==> config.mk <==
export PLATFORM = sky130hd
export DESIGN_NAME = datapath_regbank
export DESIGN_NICKNAME = d
export VERILOG_FILES = /design/src/rtl/datapath_pkg.sv /design/src/rtl/bus_mux.sv /design/src/rtl/datapath_regbank.sv
export SDC_FILE = /design/constraint.sdc
export NUM_CORES = 1
export LEC_CHECK = 0
export CORE_MARGIN = 8
export CORE_UTILIZATION = 49
export CTS_BUF_LIST = sky130_fd_sc_hd__clkbuf_16
export CTS_CLUSTER_DIAMETER = 150
export CTS_CLUSTER_SIZE = 30
export DETAILED_ROUTE_END_ITERATION = 8
export GPL_TIMING_DRIVEN = 0
export PLACE_DENSITY = 0.83
export SYNTH_ARGS = -nofsm -noshare
export SYNTH_HDL_FRONTEND = slang
export SYNTH_HIERARCHICAL = 1
export SYNTH_SLANG_ARGS = --single-unit
==> constraint.sdc <==
create_clock -name clk -period 5.8 [get_ports clk]
set_clock_uncertainty 0.2 [all_clocks]
set_input_delay 1.16 -clock clk [delete_from_list [all_inputs] [get_ports clk]]
set_output_delay 1.16 -clock clk [all_outputs]
set_load 0.005 [all_outputs]
==> src/rtl/datapath_pkg.sv <==
// Shared encodings for the datapath register bank and the control unit that drives it.
package datapath_pkg;

  localparam int NUM_REGS = 13;
  localparam int NUM_SRC  = 16;

  // bus_ld source select
  localparam logic [3:0] BUS_IMEM = 4'd0;
  localparam logic [3:0] BUS_DMEM = 4'd1;
  localparam logic [3:0] BUS_PC   = 4'd2;
  localparam logic [3:0] BUS_DR   = 4'd3;
  localparam logic [3:0] BUS_R    = 4'd4;
  localparam logic [3:0] BUS_AC   = 4'd5;
  localparam logic [3:0] BUS_TR   = 4'd6;
  localparam logic [3:0] BUS_R1   = 4'd7;
  localparam logic [3:0] BUS_R2   = 4'd8;
  localparam logic [3:0] BUS_RI   = 4'd9;
  localparam logic [3:0] BUS_RJ   = 4'd10;
  localparam logic [3:0] BUS_RK   = 4'd11;

  // write_en bit positions
  localparam int WE_RK  = 0;
  localparam int WE_RJ  = 1;
  localparam int WE_RI  = 2;
  localparam int WE_R2  = 3;
  localparam int WE_R1  = 4;
  localparam int WE_AC  = 5;
  localparam int WE_TR  = 6;
  localparam int WE_R   = 7;
  localparam int WE_IR  = 8;
  localparam int WE_DR  = 9;
  localparam int WE_PC  = 10;
  localparam int WE_AR  = 11;
  localparam int WE_ARB = 12;

  // alu_mode[2:0]; every undecoded value behaves as ALU_PASS
  localparam logic [2:0] ALU_ADD  = 3'b000;
  localparam logic [2:0] ALU_SUB  = 3'b001;
  localparam logic [2:0] ALU_MUL  = 3'b010;
  localparam logic [2:0] ALU_PASS = 3'b101;

  localparam logic [1:0] INC_PC = 2'b01;
  localparam logic [1:0] INC_AC = 2'b10;

  // clr bit positions
  localparam int CLR_PC = 0;
  localparam int CLR_TR = 1;
  localparam int CLR_AC = 2;

endpackage

==> src/rtl/bus_mux.sv <==
// Combinational 16:1 shared-bus source select.
module bus_mux #(
  parameter int DATA_W  = 8,
  parameter int NUM_SRC = 16
) (
  input  logic [NUM_SRC-1:0][DATA_W-1:0] src,
  input  logic [$clog2(NUM_SRC)-1:0]     sel,
  output logic [DATA_W-1:0]              bus
);

  assign bus = src[sel];

endmodule

==> src/rtl/datapath_regbank.sv <==
// Architectural register bank, ALU and shared bus. Optional run-length counter
// is built only when DATAPATH_PERF_CNT_EN is defined.
module datapath_regbank
  import datapath_pkg::*;
#(
  parameter int DATA_W = 8,
  parameter int ADDR_W = 8
) (
  input  logic                 clk,
  input  logic                 rst,
  input  logic [12:0]          write_en,
  input  logic [3:0]           bus_ld,
  input  logic [1:0]           inc,
  input  logic [2:0]           clr,
  input  logic [3:0]           alu_mode,
  input  logic                 dm_wr,
  input  logic                 im_wr,
  input  logic                 end_op,
  input  logic [DATA_W-1:0]    im_rdata,
  input  logic [DATA_W-1:0]    dm_rdata,
  output logic [ADDR_W-1:0]    im_addr,
  output logic [ADDR_W-1:0]    dm_addr,
  output logic [DATA_W-1:0]    im_wdata,
  output logic [DATA_W-1:0]    dm_wdata,
  output logic                 im_we,
  output logic                 dm_we,
  output logic [7:0]           ir,
  output logic                 z,
  output logic                 done,
  output logic [15:0]          cycle_cnt
);

  logic [ADDR_W-1:0] arb_q, ar_q, pc_q;
  logic [DATA_W-1:0] dr_q, ir_q, r_q, tr_q, ac_q;
  // R1, R2, Ri, Rj, Rk share write_en bits 4..0, so gpr[i] pairs with write_en[i]
  logic [4:0][DATA_W-1:0] gpr_q;
  logic [NUM_SRC-1:0][DATA_W-1:0] src;
  logic [DATA_W-1:0] bus, alu_res;
  logic done_q;
  logic unused_alu_mode;

  assign unused_alu_mode = alu_mode[3];

  always_comb begin
    src           = '0;
    src[BUS_IMEM] = im_rdata;
    src[BUS_DMEM] = dm_rdata;
    src[BUS_PC]   = DATA_W'(pc_q);
    src[BUS_DR]   = dr_q;
    src[BUS_R]    = r_q;
    src[BUS_AC]   = ac_q;
    src[BUS_TR]   = tr_q;
    src[BUS_R1]   = gpr_q[WE_R1];
    src[BUS_R2]   = gpr_q[WE_R2];
    src[BUS_RI]   = gpr_q[WE_RI];
    src[BUS_RJ]   = gpr_q[WE_RJ];
    src[BUS_RK]   = gpr_q[WE_RK];
  end

  bus_mux #(.DATA_W(DATA_W), .NUM_SRC(NUM_SRC)) u_bus_mux (
    .src (src),
    .sel (bus_ld),
    .bus (bus)
  );

  always_comb begin
    case (alu_mode[2:0])
      ALU_ADD: alu_res = ac_q + bus;
      ALU_SUB: alu_res = ac_q - bus;
      ALU_MUL: alu_res = ac_q * bus;
      default: alu_res = bus;
    endcase
  end

  // Priority per register: rst > clr > write_en > inc
  always_ff @(posedge clk) begin
    if (rst) begin
      arb_q <= '0;
      ar_q  <= '0;
      pc_q  <= '0;
      dr_q  <= '0;
      ir_q  <= '0;
      r_q   <= '0;
      tr_q  <= '0;
      ac_q  <= '0;
    end else begin
      if (write_en[WE_ARB]) arb_q <= ADDR_W'(bus);
      if (write_en[WE_AR])  ar_q  <= ADDR_W'(bus);
      if (write_en[WE_DR])  dr_q  <= bus;
      if (write_en[WE_IR])  ir_q  <= bus;
      if (write_en[WE_R])   r_q   <= bus;

      if (clr[CLR_PC])          pc_q <= '0;
      else if (write_en[WE_PC]) pc_q <= ADDR_W'(bus);
      else if (inc == INC_PC)   pc_q <= pc_q + 1'b1;

      if (clr[CLR_TR])          tr_q <= '0;
      else if (write_en[WE_TR]) tr_q <= bus;

      if (clr[CLR_AC])          ac_q <= '0;
      else if (write_en[WE_AC]) ac_q <= alu_res;
      else if (inc == INC_AC)   ac_q <= ac_q + 1'b1;
    end
  end

  for (genvar i = 0; i < 5; i++) begin : g_gpr
    always_ff @(posedge clk) begin
      if (rst)              gpr_q[i] <= '0;
      else if (write_en[i]) gpr_q[i] <= bus;
    end
  end

  always_ff @(posedge clk) begin
    if (rst)         done_q <= 1'b0;
    else if (end_op) done_q <= 1'b1;
  end

`ifdef DATAPATH_PERF_CNT_EN
  logic [15:0] cnt_q;
  // Counts through the end_op edge itself, then holds; saturates rather than wraps
  always_ff @(posedge clk) begin
    if (rst)                              cnt_q <= '0;
    else if (!done_q && cnt_q != 16'hFFFF) cnt_q <= cnt_q + 16'd1;
  end
  assign cycle_cnt = cnt_q;
`else
  assign cycle_cnt = '0;
`endif

  assign im_addr  = ar_q;
  assign dm_addr  = arb_q;
  assign im_wdata = bus;
  assign dm_wdata = bus;
  assign im_we    = im_wr;
  assign dm_we    = dm_wr;
  assign ir       = ir_q[7:0];
  assign z        = (ac_q == '0);
  assign done     = done_q;

endmodule
==> impl_metrics.env <==
export IMPL_status="finished, final reports clean"
export IMPL_detail_route_vias_per_cell=5.60
export IMPL_cts_root_buf="clkbuf_16"
export IMPL_fin_cells=1017
export IMPL_seq_area_frac_synth_pct=31.4
export IMPL_report_final_slew_viol_count=0
export IMPL_slew_headroom_pct=53.6
export IMPL_drtIter0Drc=536
export IMPL_clk_latency_ns=0.35
export IMPL_p_int_mw=1.35
export IMPL_drt_antenna_violating_nets=0
export IMPL_cts_tree="done"
export IMPL_wire_per_inst_um=18.8
export IMPL_synth_edf_count=0
export IMPL_synth_distinct_cells=48
export IMPL_hp_class="flop to flop"
export IMPL_ys_seq_elements=105
export IMPL_period_share_pct=98.6
export IMPL_grt_ovfl_total=0
export IMPL_die_h_um=133
export IMPL_layout_drive_gt1_share_pct=14.3
export IMPL_tightestPinTransition_ns=0.696
export IMPL_routed_wl_mm=19.1
export IMPL_cp_required_ns=5.82
export IMPL_comb_power_share_pct=26.2
export IMPL_r2r_start="ac_q[0]"
export IMPL_yosysWarnings=6
export IMPL_ioPinCount=107
export IMPL_worst_r2r_path_depth=19
export IMPL_min_path_cells=2
export IMPL_r2r_setup_slack_ns=0.91
export IMPL_fp_dieArea_sq_um=17600
export IMPL_grt_max_degree=21
export IMPL_synthArstFlopShare_pct=0
export IMPL_vias=5695
export IMPL_crit_type="input pin to flop"
export IMPL_seq_power_share_pct=40.4
export IMPL_areaGrowthSynthToFinish_pct=23.5
export IMPL_syn_area_per_cell_sq_um=9.49
export IMPL_grt_pass1_wl_mm=29.4
export IMPL_ctsHoldBuffers=0
export IMPL_arrival_ns=5.74
export IMPL_clk_pin_slew_ns=0.08
export IMPL_worstHoldStart="done"
export IMPL_whs_ns=0.271
export IMPL_final_cell_area_sq_um=8260
export IMPL_place_inst=1001
export IMPL_synthTopCellsByArea="dfxtp_1 31%, mux2i_1 13%, nor2_1 7.1%"
export IMPL_numCtsBuffers=9
export IMPL_clock_sinks=105
export IMPL_grtUsageTotal_pct=20.9
export IMPL_coreArea_sq_um=13300
export IMPL_rows=42
export IMPL_drc=0
export IMPL_final_cell_mix="126 x nor2_1, 105 x dfxtp_1, 89 x mux2i_1, 70 x clkdlybuf4s50_1, 48 x conb_1"
export IMPL_p_per_area_nw_per_um2=236
export IMPL_p_clk_share_pct=33.4
export IMPL_crit_path_end_kind="flop"
export IMPL_drv_cap=0
export IMPL_dp_hpwl_mm=13.9
export IMPL_cts_buffer_depth=2
export IMPL_synth_top_area_cell="dfxtp_1"
export IMPL_r2r_end="ac_q[7]"
export IMPL_min_delay_worst_endpoint="done"
export IMPL_firstDrtPassIters=4
export IMPL_switching_share_pct=30.8
export IMPL_p_leak_nw=3.63
export IMPL_dieWidth_um=133
export IMPL_switching_power_uw=600
export IMPL_antenna_found_initial=0
export IMPL_n_antenna_cell=0
export IMPL_synth_top_area_share_pct=31.4
export IMPL_final_min_clock_period_ns=5.72
export IMPL_critPathMaxFanout=10
export IMPL_ir_worst_vdd_mv=0.187
export IMPL_grt_setup_unrepaired="no"
export IMPL_synth_main_ff_cell="dfxtp_1"
export IMPL_place_congestion=0.951
export IMPL_grt_pass1_vias=5560
export IMPL_h_tree_depth=3
export IMPL_dpl_cell_area_sq_um=7820
export IMPL_nets=924
export IMPL_io_buffers=73
export IMPL_synthCells=705
export IMPL_fmax_mhz=175
export IMPL_synthesis_area_sq_um=6690
export IMPL_start_util_pct=50.3
export IMPL_mostFrequentLayoutCell="nor2_1"
export IMPL_cp_start_kind="input pin"
export IMPL_hold_viol=0
export IMPL_finalSetupViolCount=0
export IMPL_n_fill_cell=1058
[layer usage]
layer / routed length (um) / vias up / GRT usage (%) / share of wire, %
met5: 0 / - / 0 / 0
met4: 412 / 0 / 7.51 / 2.2
met3: 1810 / 39 / 4.77 / 9.4
met2: 9250 / 295 / 34.9 / 48
met1: 7680 / 2763 / 25.7 / 40
li1: - / 2598 / - / -
[critical path, stage by stage]
cell and delay [ns]:
clkdlybuf4s50_1 0.43, mux4_2 0.50, a22oi_2 0.29, nand2_2 0.11
buf_6 0.17, buf_6 0.16, and2_1 0.16, fa_1 0.45
ha_1 0.32, fa_1 0.49, inv_1 0.05, fa_2 0.51
inv_1 0.06, ha_4 0.22, a21oi_2 0.16, xnor2_1 0.15
xnor2_1 0.10, a21oi_1 0.14, a31oi_1 0.09
[worst max path at each step]
stage / startpoint / endpoint / slack [ns] / depth (start not counted)
after CTS: dm_rdata[1] / ac_q[7] / 0.02 / 19
after global routing: im_rdata[3] / ac_q[7] / 0.004 / 19
after global placement: bus_ld[1] / ac_q[7] / -1.29 / 21
final: im_rdata[3] / ac_q[7] / 0.08 / 19
after floorplan: bus_ld[0] / ac_q[7] / 0.01 / 20
after detailed placement: bus_ld[1] / ac_q[7] / -1.33 / 21
[cells in the mapped netlist (2+ instances only)]
library cell     count
xor2_1               9
a22oi_1             17
buf_4               30
fa_1                13
a211oi_1             8
dfxtp_1            105
clkbuf_1            35
nor2_1             127
or2_2                4
nor2b_1              6
clkdlybuf4s25_2      3
nand3_1              4
o31ai_1              2
o21ai_0             11
nand2_1             35
nand2_2              2
o21ai_1              3
inv_1               36
nor3_1               6
xnor2_1             29
mux4_1              14
a221oi_1             3
nand4_1              4
a21o_1               2
mux4_2              18
mux2i_1             89
buf_2                8
and2_1              10
buf_1                3
a31oi_1              7
ha_1                28
buf_6                3
a21oi_1             15
nand2b_1             2
[what timing repair did]
item	in CTS	in global routing
gates cloned	0	0
pin swaps	1	7
setup buffers	0	2
resized for setup	39	18
endpoints found under the setup margin	4	1
[cell type report]
class | count | area (sq um) | area share (%)
buffer | 81 | 532 | 6.44
clock buffer | 9 | 225 | 2.73
clock inverter | 7 | 92.6 | 1.12
inverter | 36 | 139 | 1.68
multi-input combinational | 528 | 4210 | 50.9
sequential | 105 | 2100 | 25.4
tap | 176 | 220 | 2.67
timing repair buffer | 75 | 743 | 9.00
[sequential cells by signal (all words and copies together) (netlist names)]
name and count:
tr_q 8, gpr_q 40, r_q 8, dm_addr 8, done 1, ac_q 8, im_addr 8, pc_q 8
dr_q 8, ir 8
[power by group through the flow]
stage                     sequential [mW]  combinational [mW]  clock [mW]
final                               0.788               0.511       0.651
after detailed placement            0.802               0.481           0
after CTS                           0.787               0.496       0.649
after floorplan                     0.793               0.320           0
after global placement              0.801               0.473           0
after global routing                0.792               0.552       0.677
[per-stage QoR]
step	util, %	setup slack (ns)	setup TNS (ns)	power (mW)
after floorplan	-	0.0127	0	1.11
after global placement	58.8	-1.29	-3.85	1.27
after detailed placement	58.8	-1.33	-3.99	1.28
after CTS	61.7	0.0213	0	1.93
after global routing	62.1	0.00405	0	2.02
final	62.1	0.0821	0	1.95
[cell families after synthesis]
group / after synthesis / share of synthesized area, %
simple gates: 208 / 13.4
mux: 122 / 25.1
buf+inv: 119 / 9.15
flops: 105 / 31.4
compound gates: 71 / 6.85
fa+ha+maj: 41 / 9.13
xor+xnor: 38 / 4.98
other cells: 1 / 0.0561
Power figures use the tool's default switching activity.
